File: config.mk
export PLATFORM = sky130hd
export DESIGN_NAME = sram_ctrl
export DESIGN_NICKNAME = d
export VERILOG_FILES = /design/src/rtl/sram_pkg.sv /design/src/rtl/sram_strobe_timer.sv /design/src/rtl/sram_ctrl.sv
export SDC_FILE = /design/constraint.sdc
export NUM_CORES = 1
export LEC_CHECK = 0
export BUFFER_PORTS_ARGS = -buffer_cell sky130_fd_sc_hd__buf_2
export CAP_MARGIN = 20
export CORE_ASPECT_RATIO = 1.4
export CORE_MARGIN = 2
export CORE_UTILIZATION = 30
export DETAILED_ROUTE_END_ITERATION = 12
export SLEW_MARGIN = 20
export SYNTH_ARGS = -nofsm -noshare
export SYNTH_HDL_FRONTEND = slang
export SYNTH_SLANG_ARGS = --single-unit
export TNS_END_PERCENT = 20
File: constraint.sdc
create_clock -name clk_i -period 4.35 [get_ports clk_i]
set_input_delay 0.435 -clock clk_i [delete_from_list [all_inputs] [get_ports clk_i]]
set_output_delay 0.435 -clock clk_i [all_outputs]
set_load 0.01 [all_outputs]
File: src/rtl/sram_pkg.sv
// rtl/sram_pkg.sv - shared types and constants for the SRAM bridge
//
// Purpose : FSM state encoding and halfword-index constants used by
//           sram_ctrl and its testbench.
// Ports   : none (package).

package sram_pkg;

   typedef enum logic [2:0] {
      IDLE      = 3'd0,
      SETUP_HI  = 3'd1,
      STROBE_HI = 3'd2,
      SETUP_LO  = 3'd3,
      STROBE_LO = 3'd4,
      ACK       = 3'd5
   } sram_state_t;

   // Halfword index appended to the word address: big-endian, so the
   // upper data half lives at the even SRAM address.
   localparam logic HALF_HI = 1'b0;
   localparam logic HALF_LO = 1'b1;

endpackage

File: src/rtl/sram_strobe_timer.sv
// rtl/sram_strobe_timer.sv - loadable down-counter timing one SRAM strobe
//
// Purpose : Loaded with the wait count during a setup cycle, counts down
//           while enabled and flags the final strobe cycle.
// Ports   : i_clk      clock, rising edge
//           i_rst_n    asynchronous active-low reset
//           i_load     load i_load_val into the counter
//           i_load_val reload value (extra strobe cycles)
//           i_en       strobe in progress
//           o_done     high during the last strobe cycle

module sram_strobe_timer (
   input  logic       i_clk,
   input  logic       i_rst_n,
   input  logic       i_load,
   input  logic [3:0] i_load_val,
   input  logic       i_en,
   output logic       o_done
);

   logic [3:0] r_cnt;

   always_ff @(posedge i_clk or negedge i_rst_n) begin
      if (!i_rst_n) begin
         r_cnt <= 4'd0;
      end else if (i_load) begin
         r_cnt <= i_load_val;
      end else if (i_en && (r_cnt != 4'd0)) begin
         r_cnt <= r_cnt - 4'd1;
      end
   end

   // Loaded with N, the strobe sees N..0, i.e. N+1 cycles.
   assign o_done = i_en && (r_cnt == 4'd0);

endmodule

File: src/rtl/sram_ctrl.sv
// rtl/sram_ctrl.sv - Wishbone classic responder bridging 32-bit to 16-bit async SRAM
//
// Purpose : Splits one 32-bit Wishbone access into up to two 16-bit SRAM
//           accesses (upper half first), each a setup cycle followed by
//           WAIT+1 strobe cycles, then a one-cycle acknowledge.
// Macro   : SRAM_CTRL_ERR_EN adds err_o; requests with no byte selected
//           (or outside the SRAM) then end in err_o instead of ack_o.
// Ports   : clk_i, rst_i          clock, asynchronous active-low reset
//           cyc_i, stb_i, we_i    Wishbone cycle, strobe, write enable
//           sel_i[3:0]            byte selects, bit 3 = dat[31:24]
//           adr_i[AWIDTH-1:0]     word address
//           dat_i[31:0]           write data
//           dat_o[31:0]           registered read data
//           ack_o                 one-cycle acknowledge
//           err_o                 one-cycle error (SRAM_CTRL_ERR_EN only)
//           sram_adr_o            halfword address {adr, hbit}
//           sram_dat_i/o, sram_dat_oe   split tristate data bus
//           sram_ce_n, sram_oe_n, sram_we_n, sram_ub_n, sram_lb_n  strobes

module sram_ctrl
   import sram_pkg::*;
#(
   parameter int AWIDTH = 18,
   parameter int WAIT   = 2
) (
   input  logic              clk_i,
   input  logic              rst_i,
   input  logic              cyc_i,
   input  logic              stb_i,
   input  logic              we_i,
   input  logic [3:0]        sel_i,
   input  logic [AWIDTH-1:0] adr_i,
   input  logic [31:0]       dat_i,
   output logic [31:0]       dat_o,
   output logic              ack_o,
`ifdef SRAM_CTRL_ERR_EN
   output logic              err_o,
`endif
   output logic [AWIDTH:0]   sram_adr_o,
   input  logic [15:0]       sram_dat_i,
   output logic [15:0]       sram_dat_o,
   output logic              sram_dat_oe,
   output logic              sram_ce_n,
   output logic              sram_oe_n,
   output logic              sram_we_n,
   output logic              sram_ub_n,
   output logic              sram_lb_n
);

   sram_state_t       r_state;
   sram_state_t       w_next;
   logic [AWIDTH-1:0] r_adr;
   logic              r_we;
   logic [3:0]        r_sel;
   logic [31:0]       r_dat;
   logic [31:0]       r_dat_o;
   logic              r_abort;
   logic              w_accept;
   logic              w_stop;
   logic              w_load;
   logic              w_strobe;
   logic              w_active;
   logic              w_hbit;
   logic              w_done;
   logic [1:0]        w_half_sel;
`ifdef SRAM_CTRL_ERR_EN
   localparam logic [AWIDTH:0] SRAM_WORDS = (AWIDTH+1)'(1) << AWIDTH;
   logic              r_err;
   logic              w_req_err;

   assign w_req_err = (sel_i == 4'h0) || ({1'b0, adr_i} >= SRAM_WORDS);
`endif

   assign w_accept = (r_state == IDLE) && cyc_i && stb_i;
   // Once the initiator has dropped cyc_i, finish the strobe in flight but
   // do not start the other half.
   assign w_stop   = r_abort || !cyc_i;
   assign w_load   = (r_state == SETUP_HI) || (r_state == SETUP_LO);
   assign w_strobe = (r_state == STROBE_HI) || (r_state == STROBE_LO);
   assign w_active = w_load || w_strobe;
   assign w_hbit   = ((r_state == SETUP_LO) || (r_state == STROBE_LO)) ? HALF_LO : HALF_HI;

   sram_strobe_timer u_timer (
      .i_clk      (clk_i),
      .i_rst_n    (rst_i),
      .i_load     (w_load),
      .i_load_val (4'(WAIT)),
      .i_en       (w_strobe),
      .o_done     (w_done)
   );

   always_comb begin
      w_next = r_state;
      case (r_state)
         IDLE: begin
            if (cyc_i && stb_i) begin
`ifdef SRAM_CTRL_ERR_EN
               if (w_req_err)              w_next = ACK;
               else
`endif
               if (|sel_i[3:2])            w_next = SETUP_HI;
               else if (|sel_i[1:0])       w_next = SETUP_LO;
               else                        w_next = ACK;
            end
         end
         SETUP_HI:  w_next = STROBE_HI;
         STROBE_HI: begin
            if (w_done) begin
               if ((|r_sel[1:0]) && !w_stop) w_next = SETUP_LO;
               else                          w_next = ACK;
            end
         end
         SETUP_LO:  w_next = STROBE_LO;
         STROBE_LO: begin
            if (w_done) w_next = ACK;
         end
         ACK:       w_next = IDLE;
         default:   w_next = IDLE;
      endcase
   end

   always_ff @(posedge clk_i or negedge rst_i) begin
      if (!rst_i) begin
         r_state <= IDLE;
         r_adr   <= '0;
         r_we    <= 1'b0;
         r_sel   <= 4'h0;
         r_dat   <= 32'h0;
         r_dat_o <= 32'h0;
         r_abort <= 1'b0;
`ifdef SRAM_CTRL_ERR_EN
         r_err   <= 1'b0;
`endif
      end else begin
         r_state <= w_next;
         if (w_accept) begin
            r_adr   <= adr_i;
            r_we    <= we_i;
            r_sel   <= sel_i;
            r_dat   <= dat_i;
            r_dat_o <= 32'h0;
            r_abort <= 1'b0;
`ifdef SRAM_CTRL_ERR_EN
            r_err   <= w_req_err;
`endif
         end else if ((r_state != IDLE) && !cyc_i) begin
            r_abort <= 1'b1;
         end
         // Sample the SRAM at the edge that ends the final strobe cycle.
         if (w_done && !r_we) begin
            if (r_state == STROBE_HI) r_dat_o[31:16] <= sram_dat_i;
            else                      r_dat_o[15:0]  <= sram_dat_i;
         end
      end
   end

   assign w_half_sel  = (w_hbit == HALF_LO) ? r_sel[1:0] : r_sel[3:2];

   assign dat_o       = r_dat_o;
`ifdef SRAM_CTRL_ERR_EN
   assign ack_o       = (r_state == ACK) && !r_err;
   assign err_o       = (r_state == ACK) && r_err;
`else
   assign ack_o       = (r_state == ACK);
`endif
   assign sram_adr_o  = {r_adr, w_hbit};
   assign sram_dat_o  = (w_hbit == HALF_LO) ? r_dat[15:0] : r_dat[31:16];
   // Data is driven only for writes, and oe_n only falls on reads, so the
   // two never overlap.
   assign sram_dat_oe = w_active && r_we;
   assign sram_ce_n   = !w_strobe;
   assign sram_oe_n   = !(w_strobe && !r_we);
   assign sram_we_n   = !(w_strobe && r_we);
   assign sram_ub_n   = !(w_active && w_half_sel[1]);
   assign sram_lb_n   = !(w_active && w_half_sel[0]);

endmodule

# After elaboration in Yosys (flattened, before gate mapping)
# Cells that the tools add are included.
[totals]
reg_bits = 95
latch_bits = 0
mem_bits_rw = 0
rom_bits = 0
in_bits = 75
output_inout_bits = 74
elab_cells = 71
memories = 0
[op_classes]
add_sub_neg = 1
multipliers = 0
div = 0
n_lt_le_gt_ge = 0
n_eq_ne = 8
shift = 0
muxes = 18
n_bitwise = 0
n_reduce_logical = 36
[op_table]
columns = ["op", "n"]
rows = [
  ["two-way mux 32 bit", 2],
  ["two-way mux 16 bit", 3],
  ["two-way mux 3 bit", 6],
  ["one-hot mux 3 bit (5 select lines)", 1],
  ["logical AND 1 bit", 13],
  ["logical NOT 1 bit", 8],
  ["two-way mux 4 bit", 2],
  ["equality test 3 x 2 -> 1 bit (second input constant)", 2],
  ["equality test 3 bit (second input constant)", 2],
  ["OR reduction 2 bit", 3],
  ["logical OR 1 bit", 5],
  ["logical NOT 4 bit", 1],
  ["inequality test 2 bit (second input constant)", 2],
  ["nonzero test 2 bit", 2],
  ["nonzero test 4 bit", 1],
  ["subtractor 4 x 1 -> 4 bit (second input constant)", 1],
  ["equality test 3 x 1 -> 1 bit (second input constant)", 1],
  ["logical NOT 3 bit", 1],
  ["two-way mux 1 bit", 3],
  ["AND reduction 3 bit", 1],
  ["nonzero test 3 bit", 1],
  ["two-way mux 2 bit", 1],
  ["inequality test 2 x 1 -> 1 bit (second input constant)", 1],
]

# Depth between registers and ports, before layout
[depth]
ltp_word = 7
mapped_depth = 7
depth_no_buf = 6

# By module
# Synthesis repeated with hierarchy kept, for this count alone.
[unflattened]
hier_cells = 286
hier_area_um2 = 4119.0
[by_module_without_submodules]
columns = ["module", "instances", "cells_each", "area_per_inst_um2", "seq_area_each_um2"]
rows = [
  ["sram_ctrl", 1, 258, 3851.2, 2277.2],
  ["sram_strobe_timer", 1, 28, 267.8, 100.1],
]

# Worst setup path before layout
# OpenSTA, ideal clock, no wires.
[synth_path]
path_type = "flip-flop to output port"
from = "register r_state[2]"
to = "output sram_dat_o[0]"
t_arrival_ns = 1.458
required_time_ns = 3.915
path_slack_ns = 2.457
stages_incl_launch_ff = 6
n_path_buf = 2
path_cell_list = "dfrtp_1 > clkbuf_1 > nand2_1 > o21ai_0 > buf_2 > mux2_2"
[synth_between]
elab_chain_len = 4
elab_cells_between_ends = 5
classes_between = "2 x eq/ne; 2 x mux; 1 x reduce/logical"
[synth_rtl]
columns = ["element", "line_no", "rtl"]
rows = [
  ["from (decl)", "sram_ctrl.sv:50", "sram_state_t r_state;"],
  ["from (signal assigned)", "sram_ctrl.sv:135", "r_state <= w_next;"],
  ["equality test 3 x 2 -> 1 bit or equality test 3 bit (tied branches)", "sram_ctrl.sv:81", "assign w_hbit = ((r_state == SETUP_LO) || (r_state == STROBE_LO)) ? HALF_LO : HALF_HI;"],
  ["logical OR 1 bit (*)", "sram_ctrl.sv:81", ""],
  ["two-way mux 1 bit (*)", "sram_ctrl.sv:81", ""],
  ["two-way mux 16 bit (*)", "sram_ctrl.sv:167", "assign sram_dat_o = (w_hbit == HALF_LO) ? r_dat[15:0] : r_dat[31:16];"],
  ["to (decl)", "sram_ctrl.sv:41", "output logic [15:0] sram_dat_o,"],
]
# Mark *: on every way between the ends. The rest lies on a longest branch, timed or not.

# Final worst setup path
[layout_path]
from = "register r_state[0]"
to = "output sram_dat_o[5]"
# The elaborated chain is that of the path after synthesis.

==> flow_summary.toml <==
[timing]
drv_slew = 0
hold_viol_final = 0
grt_setup_unrepaired = "false"
relSlewSlack_pct = 50.01
fin_crit_sh_pct = 63.90
tns_ps = 0
tightest_slew_ps = 749.0
max_freq_mhz = 359.7
finalClockSkew_ps = 7.311
finalSetupViolCount = 0
fin_crit_ps = 2780

[layout]
fillers = 1344
final_cell_mix = "buf_2, dfrtp_1, mux2_2, a22o_1, nand2_1"
layout_commonest_cell = "buf_2"
areaGrowthSynthToFinish_pct = 29.16
stdcell_count = 620
drive_gt1_share_pct = 55.94
layout.nets = 510
ff_latch_area_mm2 = 0.002377
multi_input_area_mm2 = 0.001529
fin_util_pct = 39.32
diodes = 0

[logic_synthesis]
ys_async_sr_fraction_pct = 100.0
synth_edf_count = 0
netlist_area_mm2 = 0.004038
synth_cell_types = 35
ys_ff_latch = 95
yosys-top-cells-area = "dfrtp_1, mux2_2, a22o_1"
ys.flop_type = "dfrtp_1"
synth_top_area_share_pct = 58.88
synthesis.nets = 364
syn_area_per_cell_um2 = 14.07
yosysTopAreaCell = "dfrtp_1"
syn_inst = 287
yosys_warnings = 0
yosysSeqAreaShare_pct = 58.88

[cts]
path_clk_slew_ps = 70
clockBufferDepth = 2
cts_sinks = 95
tritoncts = "done"
clk_latency_ps = 340
root_buffer = "clkbuf_16"
cts_setup_buffers = 0
htreeDepth = 3
numCtsBuffers = 9
cts_resized = 0
cts_hold_buffers = 0

[place]
gp_congestion = 0.7969
dp_cells = 604
port_buffers = 148
place_hpwl_um = 6648

[worst_setup_path]
arrival_ps = 2340
crit_fanout = 20
end_kind = "output port"
path_class = "reg2out"
critical_path_required_ps = 3910
cp-start-kind = "register"

[min_path]
hp-class = "in2async"

[power_and_ir_drop]
p_total_mw = 3.702
peakVddDrop_uv = 248.8
powerDensity_mw_per_mm2 = 709.8
p_leak_nw = 2.536

[detailed_routing]
wl_per_cell_um = 15.07
dr.pass1.iters = 4
drc_errors = 0
drt_iter0_markers = 64
final_antenna_net_count = 0
num_vias = 2888
vias_per_cell = 4.658
wl_um = 9343

[global_routing]
antenna_found_initial = 0
gr-total-overflow = 0
globalRouteTotalUtil_pct = 12.95
grt_pass1_wl_um = 14570
grt_pass1_vias = 2913
grt_max_degree = 50

[floorplanning]
die_h_um = 141.3
fp-row-count = 50
pin_count = 149
dieArea_mm2 = 0.01442
die_x_um = 102.0
placeableCoreArea_mm2 = 0.01326
initial_core_util_pct = 30.44

[job]
cap_viol_max_count = 0

[run_status]
outcome = "complete, no violations"
[cells in the mapped netlist, types with 2 or more instances]
master	n
mux2_1	3
inv_1	6
a21oi_1	4
a22oi_1	2
buf_6	6
nor4_1	2
nand3_1	2
o21ai_0	7
nand2_1	10
buf_2	5
a22o_1	32
clkbuf_1	4
nor3_1	3
nor4_4	2
nand2b_1	6
nor2_1	8
o211ai_1	2
mux2_2	68
buf_4	2
mux2i_1	3
ha_1	2
dfrtp_1	95
[cell type report]
class	count	share of cell area, %
clock buffer	11	4.655
clock inverter	5	0.8157
inverter	6	0.4319
multi-input combinational	169	29.32
sequential	95	45.59
tap	182	4.367
timing repair buffer	152	14.83
[logic make-up (layout without fill, tap and decap cells)]
logic type | Yosys count | after routing | share of synthesized area (%)
flip-flops | 95 | 95 | 58.88
AO/OA/AOI/OAI | 49 | 49 | 9.420
multiplexers | 74 | 74 | 20.55
AND/OR/NAND/NOR | 44 | 44 | 6.942
buffers and inverters | 23 | 174 | 3.594
adder cells (fa/ha/maj) | 2 | 2 | 0.6197
[routing by layer]
layer | track usage (%) | wire length (um) | vias up
met4 | 4.070 | 129 | 0
met3 | 4.384 | 573 | 9
li1 | - | - | 1330
met1 | 15.04 | 3886 | 1447
met2 | 22.30 | 4753 | 102
met5 | 0 | 0 | -
[worst max-delay path, cell delays in order, from the launching register on]
cell and delay [ps]:
dfrtp_1 670, nand2_1 170, o21ai_4 600, mux2_2 410
buf_2 140
[sequential cells by signal (all words and copies together), names as in the netlist]
signal         count
dat_o             32
r_abort            1
r_adr             18
r_dat             32
r_sel              4
r_state            3
r_we               1
u_timer.r_cnt      4
[through the flow]
| stage | hold slack (ps) | instance area [um2] | setup WS (ps) |
|---|---|---|---|
| global route | 128.4 | 5215 | 1430 |
| global placement | 469.0 | 4920 | 1758 |
| finish | 92.30 | 5215 | 1570 |
| CTS | 122.2 | 5207 | 1302 |
| floorplan | 139.4 | 4038 | 2457 |
| detailed placement | 475.5 | 4922 | 1680 |
[path summary, 6_finish.rpt]
kind	startpoint	end	slack (ps)	cells after the start
worst max-delay path	r_state[0]	sram_dat_o[5]	1570	4
worst min-delay path	rst_i	dat_o[24]	90	1
worst max register to register	r_state[2]	r_adr[4]	1760	4
worst min register to register	r_dat[29]	r_dat[29]	490	1
max in group asynchronous	rst_i	r_adr[17]	3190	2
min in group clk_i	dat_i[28]	r_dat[28]	310	2
[power breakdown]
part,internal (mW),switching [mW]
clock network,0.410,0.341
registers,1.28,0.257
logic,0.747,0.669
(Power assumes the default switching activity.)
